$ cat src/rtl/register_file_mp_pkg.sv
// ============================================================================
// Module  : regfile_pkg
// Purpose : Shared types and constants for the multi-port register file.
// Rev     : 1.0 - initial release
// ============================================================================
`default_nettype none

package regfile_pkg;

  // Initialisation sequencer states
  typedef enum logic [0:0] {
    RF_INIT = 1'b0,
    RF_RUN  = 1'b1
  } rf_state_t;

  // Default configuration
  localparam int RF_DEF_XLEN      = 32;
  localparam int RF_DEF_DEPTH     = 32;
  localparam int RF_DEF_NUM_READ  = 2;
  localparam int RF_DEF_NUM_WRITE = 2;

  // Supported port-count limits
  localparam int RF_MAX_READ  = 4;
  localparam int RF_MAX_WRITE = 2;

endpackage

`default_nettype wire

$ cat src/rtl/register_file_mp_if.sv
// ============================================================================
// Module  : register_file_mp_if
// Purpose : Read/write/issue bus of the register file. The decode stage is the
//           master; the register file is the slave.
// Rev     : 1.0 - initial release
// ============================================================================
`default_nettype none

interface register_file_mp_if #(
  parameter int XLEN      = 32,
  parameter int DEPTH     = 32,
  parameter int NUM_READ  = 2,
  parameter int NUM_WRITE = 2
);
  localparam int AW = $clog2(DEPTH);

  logic                      ready;
  logic [NUM_READ*AW-1:0]    readAddr;
  logic [NUM_READ*XLEN-1:0]  readData;
  logic [NUM_READ-1:0]       readBusy;
  logic [NUM_WRITE-1:0]      writeEnable;
  logic [NUM_WRITE*AW-1:0]   writeAddr;
  logic [NUM_WRITE*XLEN-1:0] writeData;
  logic                      issueValid;
  logic [AW-1:0]             issueRd;
  logic                      flush;

  modport master (
    input  ready, readData, readBusy,
    output readAddr, writeEnable, writeAddr, writeData, issueValid, issueRd, flush
  );

  modport slave (
    input  readAddr, writeEnable, writeAddr, writeData, issueValid, issueRd, flush,
    output ready, readData, readBusy
  );

endinterface

`default_nettype wire

$ cat src/rtl/register_file_mp_scoreboard.sv
// ============================================================================
// Module  : regfile_scoreboard
// Purpose : Pending-write bit per register. Priority on one edge:
//           flush > issue set > writeback clear.
// Rev     : 1.0 - initial release
// ============================================================================
`default_nettype none

module regfile_scoreboard
  import regfile_pkg::*;
#(
  parameter int DEPTH    = RF_DEF_DEPTH,
  parameter int NUM_READ = RF_DEF_NUM_READ,
  parameter int AW       = $clog2(DEPTH)
) (
  input  wire logic                   clock,
  input  wire logic                   reset,
  input  wire logic                   i_run,
  input  wire logic                   i_flush,
  input  wire logic                   i_issueValid,
  input  wire logic [AW-1:0]          i_issueRd,
  input  wire logic [DEPTH-1:0]       i_clear,
  input  wire logic [NUM_READ*AW-1:0] i_readAddr,
  output logic      [NUM_READ-1:0]    o_busy
);

  logic [DEPTH-1:0] r_pending;
  logic [DEPTH-1:0] w_pendingNext;

  // Next pending vector; register 0 never becomes pending
  always_comb begin
    w_pendingNext = r_pending;
    if (i_run) begin
      if (i_flush) begin
        w_pendingNext = '0;
      end else begin
        w_pendingNext = r_pending & ~i_clear;
        if (i_issueValid && (i_issueRd != '0)) begin
          w_pendingNext[i_issueRd] = 1'b1;
        end
      end
    end
  end

  // Pending vector register
  always_ff @(posedge clock or posedge reset) begin
    if (reset) begin
      r_pending <= '0;
    end else begin
      r_pending <= w_pendingNext;
    end
  end

  for (genvar i = 0; i < NUM_READ; i++) begin : g_busy
    assign o_busy[i] = r_pending[i_readAddr[i*AW +: AW]];
  end

endmodule

`default_nettype wire

$ cat src/rtl/register_file_mp.sv
// ============================================================================
// Module  : register_file_mp
// Purpose : Multi-port integer register file with r0 hardwired to zero, a
//           pending-write scoreboard and a post-reset zeroing sequencer.
//           Optional macro REGFILE_BYPASS_EN forwards same-cycle writes to
//           the read ports.
// Rev     : 1.0 - initial release
// ============================================================================
`default_nettype none

module register_file_mp
  import regfile_pkg::*;
#(
  parameter int XLEN      = RF_DEF_XLEN,
  parameter int DEPTH     = RF_DEF_DEPTH,
  parameter int NUM_READ  = RF_DEF_NUM_READ,
  parameter int NUM_WRITE = RF_DEF_NUM_WRITE
) (
  input wire logic clock,
  input wire logic reset,
  register_file_mp_if.slave bus
);

  localparam int AW = $clog2(DEPTH);

  if (NUM_READ < 1 || NUM_READ > RF_MAX_READ) begin : g_bad_read
    $error("register_file_mp: NUM_READ out of range");
  end
  if (NUM_WRITE < 1 || NUM_WRITE > RF_MAX_WRITE) begin : g_bad_write
    $error("register_file_mp: NUM_WRITE out of range");
  end

  rf_state_t        r_state;
  rf_state_t        w_stateNext;
  logic [AW-1:0]    r_clearIndex;
  logic [AW-1:0]    w_clearIndexNext;
  logic             w_run;
  logic [XLEN-1:0]  r_regs [DEPTH];
  logic [DEPTH-1:0] w_clear;
  logic [NUM_READ-1:0] w_sbBusy;

  assign w_run     = (r_state == RF_RUN);
  assign bus.ready = w_run;

  // Init sequencer state register
  always_ff @(posedge clock or posedge reset) begin
    if (reset) begin
      r_state      <= RF_INIT;
      r_clearIndex <= '0;
    end else begin
      r_state      <= w_stateNext;
      r_clearIndex <= w_clearIndexNext;
    end
  end

  // Init sequencer next state: step through every index, then run
  always_comb begin
    w_stateNext      = r_state;
    w_clearIndexNext = r_clearIndex;
    case (r_state)
      RF_INIT: begin
        w_clearIndexNext = r_clearIndex + 1'b1;
        if (r_clearIndex == AW'(DEPTH - 1)) begin
          w_stateNext = RF_RUN;
        end
      end
      default: begin
        w_stateNext = RF_RUN;
      end
    endcase
  end

  // Storage array: zeroed one entry per cycle during init, otherwise written
  // by the ports in ascending order so the highest-index port wins a conflict
  always_ff @(posedge clock) begin
    if (!w_run) begin
      r_regs[r_clearIndex] <= '0;
    end else begin
      for (int p = 0; p < NUM_WRITE; p++) begin
        if (bus.writeEnable[p] && (bus.writeAddr[p*AW +: AW] != '0)) begin
          r_regs[bus.writeAddr[p*AW +: AW]] <= bus.writeData[p*XLEN +: XLEN];
        end
      end
    end
  end

  // Registers receiving a writeback this cycle, for scoreboard clearing
  always_comb begin
    w_clear = '0;
    for (int p = 0; p < NUM_WRITE; p++) begin
      if (bus.writeEnable[p] && (bus.writeAddr[p*AW +: AW] != '0)) begin
        w_clear[bus.writeAddr[p*AW +: AW]] = 1'b1;
      end
    end
  end

  regfile_scoreboard #(
    .DEPTH    (DEPTH),
    .NUM_READ (NUM_READ),
    .AW       (AW)
  ) u_scoreboard (
    .clock        (clock),
    .reset        (reset),
    .i_run        (w_run),
    .i_flush      (bus.flush),
    .i_issueValid (bus.issueValid),
    .i_issueRd    (bus.issueRd),
    .i_clear      (w_clear),
    .i_readAddr   (bus.readAddr),
    .o_busy       (w_sbBusy)
  );

  for (genvar i = 0; i < NUM_READ; i++) begin : g_read
    logic [AW-1:0]   w_addr;
    logic [XLEN-1:0] w_data;
    logic            w_busy;
    logic            w_hit;

    assign w_addr = bus.readAddr[i*AW +: AW];

    // Read mux: stored value, optionally overridden by a same-cycle write
    always_comb begin
      w_data = r_regs[w_addr];
      w_hit  = 1'b0;
`ifdef REGFILE_BYPASS_EN
      for (int p = 0; p < NUM_WRITE; p++) begin
        if (bus.writeEnable[p] && (bus.writeAddr[p*AW +: AW] == w_addr)) begin
          w_hit  = 1'b1;
          w_data = bus.writeData[p*XLEN +: XLEN];
        end
      end
`endif
      // A forwarded register is only busy if a newer producer issues now
      w_busy = w_hit ? (bus.issueValid && !bus.flush && (bus.issueRd == w_addr))
                     : w_sbBusy[i];
      if (!w_run || (w_addr == '0)) begin
        w_data = '0;
        w_busy = 1'b0;
      end
    end

    assign bus.readData[i*XLEN +: XLEN] = w_data;
    assign bus.readBusy[i]              = w_busy;
  end

endmodule

`default_nettype wire

$ cat src/flat_wrapper.sv
// flat-port wrapper written by rule: the top's interface ports become plain ports
module register_file_mp_flat import regfile_pkg::*;
#(
  parameter int XLEN      = RF_DEF_XLEN,
  parameter int DEPTH     = RF_DEF_DEPTH,
  parameter int NUM_READ  = RF_DEF_NUM_READ,
  parameter int NUM_WRITE = RF_DEF_NUM_WRITE
)
  (clock, reset, bus_readAddr, bus_writeEnable, bus_writeAddr, bus_writeData, bus_issueValid, bus_issueRd, bus_flush, bus_ready, bus_readData, bus_readBusy);
  register_file_mp_if #(.XLEN(XLEN), .DEPTH(DEPTH), .NUM_READ(NUM_READ), .NUM_WRITE(NUM_WRITE)) bus_i ();
  input wire logic clock;
  input wire logic reset;
  input wire logic [$bits(bus_i.readAddr)-1:0] bus_readAddr;
  input wire logic [$bits(bus_i.writeEnable)-1:0] bus_writeEnable;
  input wire logic [$bits(bus_i.writeAddr)-1:0] bus_writeAddr;
  input wire logic [$bits(bus_i.writeData)-1:0] bus_writeData;
  input wire logic [$bits(bus_i.issueValid)-1:0] bus_issueValid;
  input wire logic [$bits(bus_i.issueRd)-1:0] bus_issueRd;
  input wire logic [$bits(bus_i.flush)-1:0] bus_flush;
  output wire logic [$bits(bus_i.ready)-1:0] bus_ready;
  output wire logic [$bits(bus_i.readData)-1:0] bus_readData;
  output wire logic [$bits(bus_i.readBusy)-1:0] bus_readBusy;
  assign bus_i.readAddr = bus_readAddr;
  assign bus_i.writeEnable = bus_writeEnable;
  assign bus_i.writeAddr = bus_writeAddr;
  assign bus_i.writeData = bus_writeData;
  assign bus_i.issueValid = bus_issueValid;
  assign bus_i.issueRd = bus_issueRd;
  assign bus_i.flush = bus_flush;
  assign bus_ready = bus_i.ready;
  assign bus_readData = bus_i.readData;
  assign bus_readBusy = bus_i.readBusy;
  register_file_mp #(.XLEN(XLEN), .DEPTH(DEPTH), .NUM_READ(NUM_READ), .NUM_WRITE(NUM_WRITE)) u_core (.clock(clock), .reset(reset), .bus(bus_i));
endmodule
$ cat config.mk
export PLATFORM = sky130hd
export DESIGN_NAME = register_file_mp_flat
export DESIGN_NICKNAME = d
export VERILOG_FILES = /design/src/rtl/register_file_mp_pkg.sv /design/src/rtl/register_file_mp_if.sv /design/src/rtl/register_file_mp_scoreboard.sv /design/src/rtl/register_file_mp.sv /design/src/flat_wrapper.sv
export SDC_FILE = /design/constraint.sdc
export NUM_CORES = 2
export LEC_CHECK = 0
export BUFFER_PORTS_ARGS = -buffer_cell sky130_fd_sc_hd__buf_4
export CAP_MARGIN = 20
export CORE_AREA = 3 3 397 399
export CTS_CLUSTER_DIAMETER = 50
export CTS_CLUSTER_SIZE = 20
export DETAILED_ROUTE_END_ITERATION = 12
export DIE_AREA = 0 0 400 402
export GPL_ROUTABILITY_DRIVEN = 0
export HOLD_SLACK_MARGIN = 0.05
export RECOVER_POWER = 50
export SYNTH_ARGS = -nofsm -noshare
export SYNTH_HDL_FRONTEND = slang
export SYNTH_SLANG_ARGS = --single-unit
$ cat constraint.sdc
create_clock -name clock -period 6.6 [get_ports clock]
set_clock_uncertainty 0.15 [all_clocks]
set_input_delay 0.66 -clock clock [delete_from_list [all_inputs] [get_ports clock]]
set_output_delay 0.66 -clock clock [all_outputs]
set_load 0.01 [all_outputs]
==> results.tsv <==
metric	value	unit
synthDistinctLibCells	74	
cts_buffers	120	
layout_common_cells	nand2_1, edfxtp_1, o21ai_0	
vias_per_cell	6.70	
numClockSinks	1062	
min_path_type	in2reg	
antenna_left	0	
grtUsageTotal	31.6	%
area_growth	10.9	%
synth_top_family_by_area	multiplexers	
synth_compound_area_share	13.8	%
synth_xor_area_share	0.0426	%
final_hold_viol_count	0	
fmax	169	MHz
clk_pin_slew	0.07	ns
die_x	400	um
violations	max-capacitance violations, max-slew violations	
relSlewSlack	-168	%
io_pins	162	
drive_gt1_share	16.0	%
status	finished with violations	
start_util	40.0	%
multi_input_area	27300	sq um
synthAdderAreaFrac	0.0406	%
ys.flop_type	edfxtp_1	
setup_viol	0	
postRouteWirelength	261000	um
max-cap-violations	36	
vdd_drop_max	0.235	mV
path_max_fanout	37	
leakage	0.0254	uW
first_pass_iters	6	
drc	0	
critical_path.top_delay_family	compound AO/OA/AOI/OAI gates	
cts_resized	0	
drt-initial-drc-count	7853	
clk_latency	0.75	ns
regArea	31700	sq um
power.density	243	nW/um^2
port_buffers	161	
rows	144	
crit_chain	inv_1, and3_1, a21oi_1, o31ai_1, buf_4	
timing.final.crit_share	89.5	%
syn_nets	5725	
grt_max_degree	77	
yosysSeqAreaShare	51.4	%
maxSlewViolCount	1091	
clock_path_buffers	3	
arrival	6.12	ns
worstSetupPathType	reg2reg	
slowest_delay	2.40	ns
cts-root-buf	clkbuf_16	
cp_num_buf_inv	2	
final_cell_area	68400	sq um
async_reset_ff_share	3.58	%
synth-edff-count	1024	
syn_area	61700	sq um
synth-simple-area-share	10.9	%
fin_crit	5.91	ns
die_area	161000	sq um
fp.dieH	402	um
grt_overflow	0	
post_drt_wl_per_cell	34.6	um
core_area	154000	sq um
fin_nets	5494	
muxShareOfSynthArea	19.0	%
rsz0062_at_grt	no	
mostFrequentLayoutCell	nand2_1	
required	6.81	ns
htree_levels	3	
cp_slowest_cell	o31ai_1	
vias	50600	
synth_area_per_cell	11.0	sq um
fillers	14100	
syn-instance-count	5628	
grt_pass1_wl	360000	um
finalSetupTns	0	ns
dpl_cell_area	64500	sq um
dp_hpwl	158000	um
cts_tree	done	
ys_seq_elements	1062	
grt_pass1_vias	47600	
synth_warnings	0	
post_cts_buffers	0	
cp-end-kind	flip-flop	
synth.top_cell.area_share	49.9	%
start_kind	flip-flop	
yosysTopAreaCell	edfxtp_1	
grt_antenna_before_repair	22	
ys_top_cells_by_area	edfxtp_1, mux4_2, mux2i_1, o21ai_0, nand2_1	
tightest_slew	4.02	ns
## Yosys cell counts (all sizes together), types with 4 or more instances
cell and number:
and2 10, o2bb2ai 21, nand2b 6, and4b 5, nand4 68, o21ai 977
edfxtp 1024, or3 4, a32oi 11, nor2b 12, nand2 1164, o21bai 7
nand3 149, nor3b 10, mux2 42, nor3 12, nand3b 6, dfrtp 38
inv 38, nor2 26, nand4b 4, a22o 35, a221oi 7, buf 273
and3b 4, mux4 260, clkbuf 387, o31ai 9, mux2i 536, nor4bb 4
o22ai 15, a31oi 63, and3 41, or2 4, a21oi 82, a22oi 237
## worst min-delay path: stages
cell and delay [ns]:
buf_4 0.16, nand2_1 0.06, o21ai_0 0.06
## through the flow
stage          hold WS [ns]  setup WS, ns  utilization (%)  power [uW]  std cells
2_1_floorplan         0.311          1.83                -        8700       5628
3_3_place_gp          0.328          2.02             41.8        9420       7314
3_5_place_dp          0.341          1.96             41.8        9450       7315
4_1_cts              0.0963          1.53             44.6       16600       7544
5_1_grt               0.140         0.721             44.3       17000       7548
6_report              0.141         0.693             44.3       16600       7556
## state kept, by name (all words and copies together), names as in the netlist
name and cells:
u_core.r_regs 1024, u_core.bus.ready 1, u_core.u_scoreboard.r_pending 32, u_core.r_clearIndex 5
## report_power, final
part	switching [uW]	leakage, uW	total (uW)	internal (uW)
logic	1300	0.0122	1900	597
registers	10.6	0.0112	7450	7440
clock network	3270	0.00205	7260	3990
total	4580	0.0254	16600	12000
## worst paths after layout
| path | from | end | slack [ns] | cells past startpoint |
|---|---|---|---|---|
| setup reg to reg | u_core.bus.ready | u_core.r_regs[27][12] | 0.69 | 5 |
| min in group asynchronous | reset | u_core.r_clearIndex[1] | 1.08 | 4 |
| max in group asynchronous | reset | u_core.bus.ready | 3.73 | 4 |
| setup / recovery | u_core.bus.ready | u_core.r_regs[27][12] | 0.69 | 5 |
| hold / removal | bus_writeData[56] | u_core.r_regs[6][24] | 0.14 | 3 |
| hold reg to reg | u_core.u_scoreboard.r_pending[7] | u_core.u_scoreboard.r_pending[7] | 0.36 | 1 |
## routing by layer
layer | up-vias | GRT usage (%) | routed length [um]
li1 | 20700 | - | -
met1 | 24800 | 40.6 | 93400
met2 | 4157 | 47.7 | 115000
met3 | 956 | 7.80 | 33500
met4 | 16 | 19.8 | 19000
met5 | - | 0 | 122
## area by class of cell
class | count | area share (%)
inverters | 39 | 0.214
multi-input cells | 3867 | 39.9
flip-flops and latches | 1062 | 46.4
well taps | 2044 | 3.74
clock buffers | 129 | 4.50
repair buffers | 307 | 3.48
diodes | 9 | 0.0329
clock inverters | 99 | 1.74
## timing repair
action                                 CTS  global route
setup endpoints to repair                0             0
endpoints found under the hold margin   38             0
hold buffers                             1             0
## cell families after synthesis
family / Yosys count
XOR/XNOR: 3
flip-flops: 1062
adder cells (fa/ha/maj): 2
AO/OA/AOI/OAI: 1481
multiplexers: 838
AND/OR/NAND/NOR: 1543
buffers and inverters: 699
No activity file was read; power rests on OpenSTA's default activity.
